--- src/rtl/pixel_stream_ctrl.sv ---
// pixel_stream_ctrl: streams a frame buffer to a UART transmitter in host-requested chunks
module pixel_stream_ctrl #(
    parameter int         IMAGE_SIZE = 76800,
    parameter int         CHUNK_SIZE = 320,
    parameter logic [7:0] CMD_START  = 8'h52,
    parameter logic [7:0] CMD_ABORT  = 8'h58,
    parameter int         ADDR_W     = 17
) (
    input  logic              clk,
    input  logic              rst_n,
    input  logic [7:0]        rx_data,
    input  logic              rx_valid,
    output logic [ADDR_W-1:0] pix_addr,
    output logic              pix_rd_en,
    input  logic [7:0]        pix_data,
    output logic [7:0]        tx_data,
    output logic              tx_valid,
    input  logic              tx_ready,
    output logic              busy,
    output logic              frame_done,
    output logic [ADDR_W-1:0] bytes_sent
);
    localparam int                CW         = CHUNK_SIZE > 1 ? $clog2(CHUNK_SIZE) : 1;
    localparam logic [ADDR_W-1:0] LAST_BYTE  = ADDR_W'(IMAGE_SIZE - 1);
    localparam logic [CW-1:0]     LAST_CHUNK = CW'(CHUNK_SIZE - 1);
    typedef enum logic [2:0] {IDLE, FETCH, WAIT_DATA, SEND, WAIT_CMD} state_t;
    state_t            state_q, state_d;
    logic [ADDR_W-1:0] pos_q, pos_d;
    logic [CW-1:0]     chunk_q, chunk_d;
    logic [7:0]        tx_data_q, tx_data_d;
    logic              abort_q, abort_d;
    logic              done_q, done_d;
    logic              rx_start, rx_abort, xfer;
    assign rx_start   = rx_valid && rx_data == CMD_START;
    assign rx_abort   = rx_valid && rx_data == CMD_ABORT;
    assign xfer       = state_q == SEND && tx_ready;
    // Read address and transferred-byte count always advance together, so one register serves both
    assign pix_addr   = pos_q;
    assign bytes_sent = pos_q;
    assign pix_rd_en  = state_q == FETCH;
    assign tx_valid   = state_q == SEND;
    assign tx_data    = tx_data_q;
    assign busy       = state_q != IDLE;
    assign frame_done = done_q;
    // Next-state and datapath updates; end-of-frame is tested before a pending abort so the last byte always finishes the frame
    always_comb begin
        state_d   = state_q;
        pos_d     = pos_q;
        chunk_d   = chunk_q;
        tx_data_d = tx_data_q;
        abort_d   = 1'b0;
        done_d    = 1'b0;
        unique case (state_q)
            IDLE: begin
                if (rx_start) begin
                    state_d = FETCH;
                    pos_d   = '0;
                    chunk_d = '0;
                end
            end
            FETCH: state_d = rx_abort ? IDLE : WAIT_DATA;
            WAIT_DATA: begin
                tx_data_d = pix_data;
                state_d   = rx_abort ? IDLE : SEND;
            end
            SEND: begin
                if (xfer) begin
                    pos_d   = pos_q + ADDR_W'(1);
                    chunk_d = chunk_q == LAST_CHUNK ? '0 : chunk_q + CW'(1);
                    if (pos_q == LAST_BYTE) begin
                        state_d = IDLE;
                        done_d  = 1'b1;
                    end else if (abort_q || rx_abort) begin
                        state_d = IDLE;
                    end else begin
                        state_d = chunk_q == LAST_CHUNK ? WAIT_CMD : FETCH;
                    end
                end else begin
                    abort_d = abort_q || rx_abort;
                end
            end
            WAIT_CMD: state_d = rx_abort ? IDLE : rx_start ? FETCH : WAIT_CMD;
            default: state_d = IDLE;
        endcase
    end
    // State and datapath registers; reset discards any frame in progress
    always_ff @(posedge clk or negedge rst_n) begin
        if (!rst_n) begin
            state_q   <= IDLE;
            pos_q     <= '0;
            chunk_q   <= '0;
            tx_data_q <= '0;
            abort_q   <= 1'b0;
            done_q    <= 1'b0;
        end else begin
            state_q   <= state_d;
            pos_q     <= pos_d;
            chunk_q   <= chunk_d;
            tx_data_q <= tx_data_d;
            abort_q   <= abort_d;
            done_q    <= done_d;
        end
    end
endmodule

--- config.mk ---
export PLATFORM = sky130hd
export DESIGN_NAME = pixel_stream_ctrl
export DESIGN_NICKNAME = d
export VERILOG_FILES = /design/src/rtl/pixel_stream_ctrl.sv
export SDC_FILE = /design/constraint.sdc
export NUM_CORES = 1
export LEC_CHECK = 0
export BUFFER_PORTS_ARGS = -buffer_cell sky130_fd_sc_hd__clkbuf_2
export CAP_MARGIN = 15
export CORE_MARGIN = 2
export CORE_UTILIZATION = 45
export CTS_CLUSTER_SIZE = 25
export DETAILED_ROUTE_END_ITERATION = 7
export PLACE_DENSITY = 0.71
export SYNTH_ARGS = -nofsm -noshare
export SYNTH_HDL_FRONTEND = slang
export SYNTH_SLANG_ARGS = --single-unit
--- constraint.sdc ---
create_clock -name clk -period 3.1 [get_ports clk]
set_clock_uncertainty 0.15 [all_clocks]
set_input_delay 0.62 -clock clk [delete_from_list [all_inputs] [get_ports clk]]
set_output_delay 0.62 -clock clk [all_outputs]
set_load 0.02 [all_outputs]
Word-level counts from Yosys, hierarchy flattened

Cells that the tools add are included.

Register bits after elaboration: 39
Input port bits: 20
Output and inout bits: 46
Logic and storage cells: 49

Add/subtract/negate cells: 2
Equal/unequal tests: 10
Muxes and demuxes: 22
Reductions and logical operators: 9

Operators by type and width:

| operator                | count |
|---|---|
| $mux W17                | 2 |
| $pmux W17 S2            | 1 |
| $mux W9                 | 3 |
| $mux W3                 | 7 |
| $pmux W9 S2             | 1 |
| $add A17 B1 Y17 const B | 1 |
| $eq A17 B17 Y1 const B  | 1 |
| $eq A8 B7 Y1 const B    | 2 |
| $pmux W3 S5             | 1 |
| $add A9 B1 Y9 const B   | 1 |
| $eq A9 B9 Y1 const B    | 1 |
| $eq A3 B2 Y1 const B    | 2 |
| $mux W1                 | 5 |
| $mux W2                 | 2 |
| $eq A3 B1 Y1 const B    | 1 |
| $eq A3 B3 Y1 const B    | 1 |
| $logic_and A1 B1 Y1     | 3 |
| $logic_not A3 Y1        | 1 |
| $reduce_and A3 Y1       | 1 |
| $reduce_bool A3 Y1      | 1 |
| $ne A2 B1 Y1 const B    | 1 |
| $ne A2 B2 Y1 const B    | 1 |
| $reduce_and A2 Y1       | 1 |
| $reduce_bool A2 Y1      | 1 |
| $logic_or A1 B1 Y1      | 1 |

Logic depth before layout (Yosys ltp)

Depth after elaboration: 7
Gate-level depth with buffers: 7
Gate-level depth less buffers: 5

Worst setup path after synthesis

OpenSTA, ideal clock, no wires.

Path kind: in2reg
Start: in rx_data[7]
End: reg pos_q[15] (netlist: bytes_sent[15])
Library setup time: 0.077 ns
Arrival: 1.781 ns
Required time: 2.873 ns
Setup slack: 1.091 ns
Stages: 5
Path buffers: 1
Path through: and4b_1 buf_2 a31oi_2 or4_1 a21oi_1

Word-level cells in the longest chain between the ends: 4

RTL lines:

| what                               | RTL line | source |
|---|---|---|
| start: declaration                 | 11       | `input logic [7:0] rx_data,` |
| $eq A8 B7 Y1                       | 34       | `assign rx_start = rx_valid && rx_data == CMD_START;` |
| $logic_and A1 B1 Y1                | 34       |  |
| $ne A2 B2 Y1 (no source line)      | n/a      |  |
| $reduce_and A3 Y1 (no source line) | n/a      |  |
| end signal: assignment             | 97       | `pos_q <= pos_d;` |
| end: declaration                   | 28       | `logic [ADDR_W-1:0] pos_q, pos_d;` |

No other way between the ends.
A chain may end at the register's enable or synchronous reset.

Final worst setup path

Start: reg state_q[1]
End: out busy

Word-level cells in the longest chain between the ends: 1

RTL lines:

| what                     | RTL line | source |
|---|---|---|
| start: declaration       | 27       | `state_t state_q, state_d;` |
| start signal: assignment | 96       | `state_q <= state_d;` |
| $reduce_bool A3 Y1       | 43       | `assign busy = state_q != IDLE;` |
| end: declaration         | 19       | `output logic busy,` |

No other way between the ends.

==> flow_summary.json <==
{
  "outcome": "completed",
  "area_growth_pct": 15.1,
  "gr-total-overflow": 0,
  "grtUsageTotal_pct": 18.9,
  "worst_pin_slew_ns": 0.984,
  "fin_crit_ns": 2.21,
  "die_h_um": 74.1,
  "gp_congestion": 0.806,
  "grt_max_degree": 40,
  "fin_tns_setup_ns": 0,
  "drive_gt1_share_pct": 33.1,
  "drtPass1Iterations": 4,
  "io_buffers": 65,
  "drtIter0Drc": 181,
  "synth_seq_cells": 39,
  "cp_max_fo": 9,
  "setup_viol": 0,
  "initial_core_util_pct": 46.8,
  "io_pins": 66,
  "end_kind": "output port",
  "cts_tree": "yes",
  "maxCapViolations": 0,
  "cts-resized-gates": 0,
  "clkTransAtPathRegs_ns": 0.07,
  "fin_hold_ws_ns": 0.326,
  "clock.fmax_ghz": 0.453,
  "slew_headroom_pct": 34.4,
  "first_global_vias": 1724,
  "leakage_nw": 1.17,
  "antenna_found_initial": 0,
  "syn-cell-area_um2": 2210,
  "clk_path_buf_depth": 2,
  "clkSinkCount": 39,
  "async_flop_share_pct": 100,
  "htreeDepth": 2,
  "slew_violations": 0,
  "netlist-cell-type-count": 41,
  "fin_crit_sh_pct": 71.3,
  "yosys.area.top_type": "dfrtp_1",
  "ctsRootBufferMaster": "clkbuf_8",
  "drc": 0,
  "synth.area.top_cells": "dfrtp_1 (44%), buf_4 (6.5%), mux2_2 (4.1%)",
  "die_area_um2": 5480,
  "wl_per_cell_um": 14.5,
  "synth_edf_count": 0,
  "cts_setup_buffers": 0,
  "hold_violations": 0,
  "fillers": 431,
  "grt_pass1_wl_mm": 8.00,
  "pwr_density_cell_nw_per_um2": 717,
  "r2r_setup_slack_ns": 1.09,
  "via_count": 1871,
  "synth_cells": 217,
  "min_path_type": "input port to asynchronous set/reset pin",
  "hpwl_mm": 3.45,
  "syn_nets": 239,
  "synth.cells.most_frequent": "dfrtp_1 (39), buf_4 (19), o21ai_0 (14)",
  "vdd_drop_max_v": 0.000422,
  "reg2reg_depth": 4,
  "cts_hold_buf": 0,
  "critPathKind": "flop to output port",
  "yosys_warnings": 0,
  "finish.utilization_pct": 53.8,
  "die_w_um": 74.1,
  "synthFlopType": "dfrtp_1",
  "ant_nets": 0,
  "final_nets": 287,
  "numCtsBuffers": 5,
  "synth.most_common_cell": "dfrtp_1",
  "synth_top_area_share_pct": 44.2,
  "core_area_um2": 4720,
  "crit_arrival_ns": 1.44,
  "crit_required_ns": 2.33,
  "antenna_cells": 0,
  "place_area_um2": 2440,
  "drt_wl_total_mm": 4.83,
  "avgSynthCellArea_um2": 10.2,
  "viasPerCell": 5.62,
  "critPathLaunchType": "flop",
  "yosysSeqAreaShare_pct": 44.2,
  "rows": 25,
  "final_cell_area_um2": 2540,
  "grt_setup_unrepaired": "false",
  "clk_latency_ns": 0.29
}
==> per-stage QoR <==
step	cells	power (W)	worst slack [ns]
after floorplan	217	0.00128	1.09
after global placement	325	0.00145	0.902
after detailed placement	325	0.00146	0.861
after CTS	333	0.00184	0.864
after global routing	333	0.00193	0.783
final	333	0.00182	0.890
==> sequential cells by signal (all words and copies together) (netlist names) <==
register and count:
state_q 3, frame_done 1, bytes_sent 17, abort_q 1, chunk_q 9, tx_data 8
==> critical path, cell delays in order (launching register included) <==
cell	delay (ns)
dfrtp_1	0.51
nor3_4	0.36
inv_1	0.10
clkbuf_2	0.17
==> logic make-up after synthesis <==
| group | after synthesis | share of synthesized area [%] |
|---|---|---|
| muxes | 8 | 4.08 |
| and+or+nand+nor | 81 | 22.7 |
| xor gates and xnor gates | 9 | 3.57 |
| adders and majority gates | 2 | 1.13 |
| DFF | 39 | 44.2 |
| AOI/OAI and AO/OA | 49 | 15.2 |
| buffers and inverters | 29 | 9.12 |
==> worst paths after layout <==
path,startpoint,endpoint
min,rst_n,state_q[1]
max,state_q[1],busy
max in group asynchronous,rst_n,bytes_sent[4]
min reg2reg,tx_data[6],tx_data[6]
min in group clk,tx_data[6],tx_data[6]
max reg2reg,state_q[1],bytes_sent[15]
==> where the power goes <==
part	leakage (nW)	internal, W	total, W	switching, W
Sequential	0.513	0.000621	0.000753	0.000132
Combinational	0.606	0.000269	0.000688	0.000419
Clock	0.0515	0.000203	0.000381	0.000178
Total	1.17	0.00109	0.00182	0.000729
==> cells in the final DEF, fill, tap and decap left out, types with 3 or more instances in the layout <==
cell / synthesis / routed
and4_1: 3 / 3
xor2_1: 7 / 7
clkbuf_2: 0 / 65
nand2_1: 11 / 11
or3_1: 4 / 4
nor3_1: 8 / 8
or4_1: 5 / 5
a21oi_1: 12 / 12
o2bb2ai_1: 3 / 3
o31ai_1: 5 / 5
inv_1: 3 / 3
mux2_2: 8 / 8
nor2_1: 12 / 12
o21ai_0: 14 / 14
nand3_1: 10 / 10
dfrtp_1: 39 / 39
and3_1: 6 / 6
clkbuf_8: 0 / 7
o211ai_1: 3 / 3
nand4b_1: 3 / 3
nand4_1: 9 / 9
==> final cells by class <==
| cell class | count | area [um2] | area share [%] |
|---|---|---|---|
| multi-input combinational | 149 | 1030 | 40.6 |
| sequential | 39 | 976 | 38.4 |
| timing repair buffer | 67 | 340 | 13.4 |
| clock buffer | 8 | 100 | 3.94 |
| tap | 67 | 83.8 | 3.30 |
| inverter | 3 | 11.3 | 0.443 |
==> layer usage <==
metal | vias up | wire, um | part of all wire [%] | track usage, %
met5 | - | 0 | 0 | 0
met4 | 0 | 65 | 1.3 | 8.69
met3 | 7 | 374 | 7.7 | 3.39
met2 | 76 | 2210 | 46 | 29.8
met1 | 896 | 2180 | 45 | 25.6
li1 | 892 | - | - | -
(Power assumes the default switching activity.)
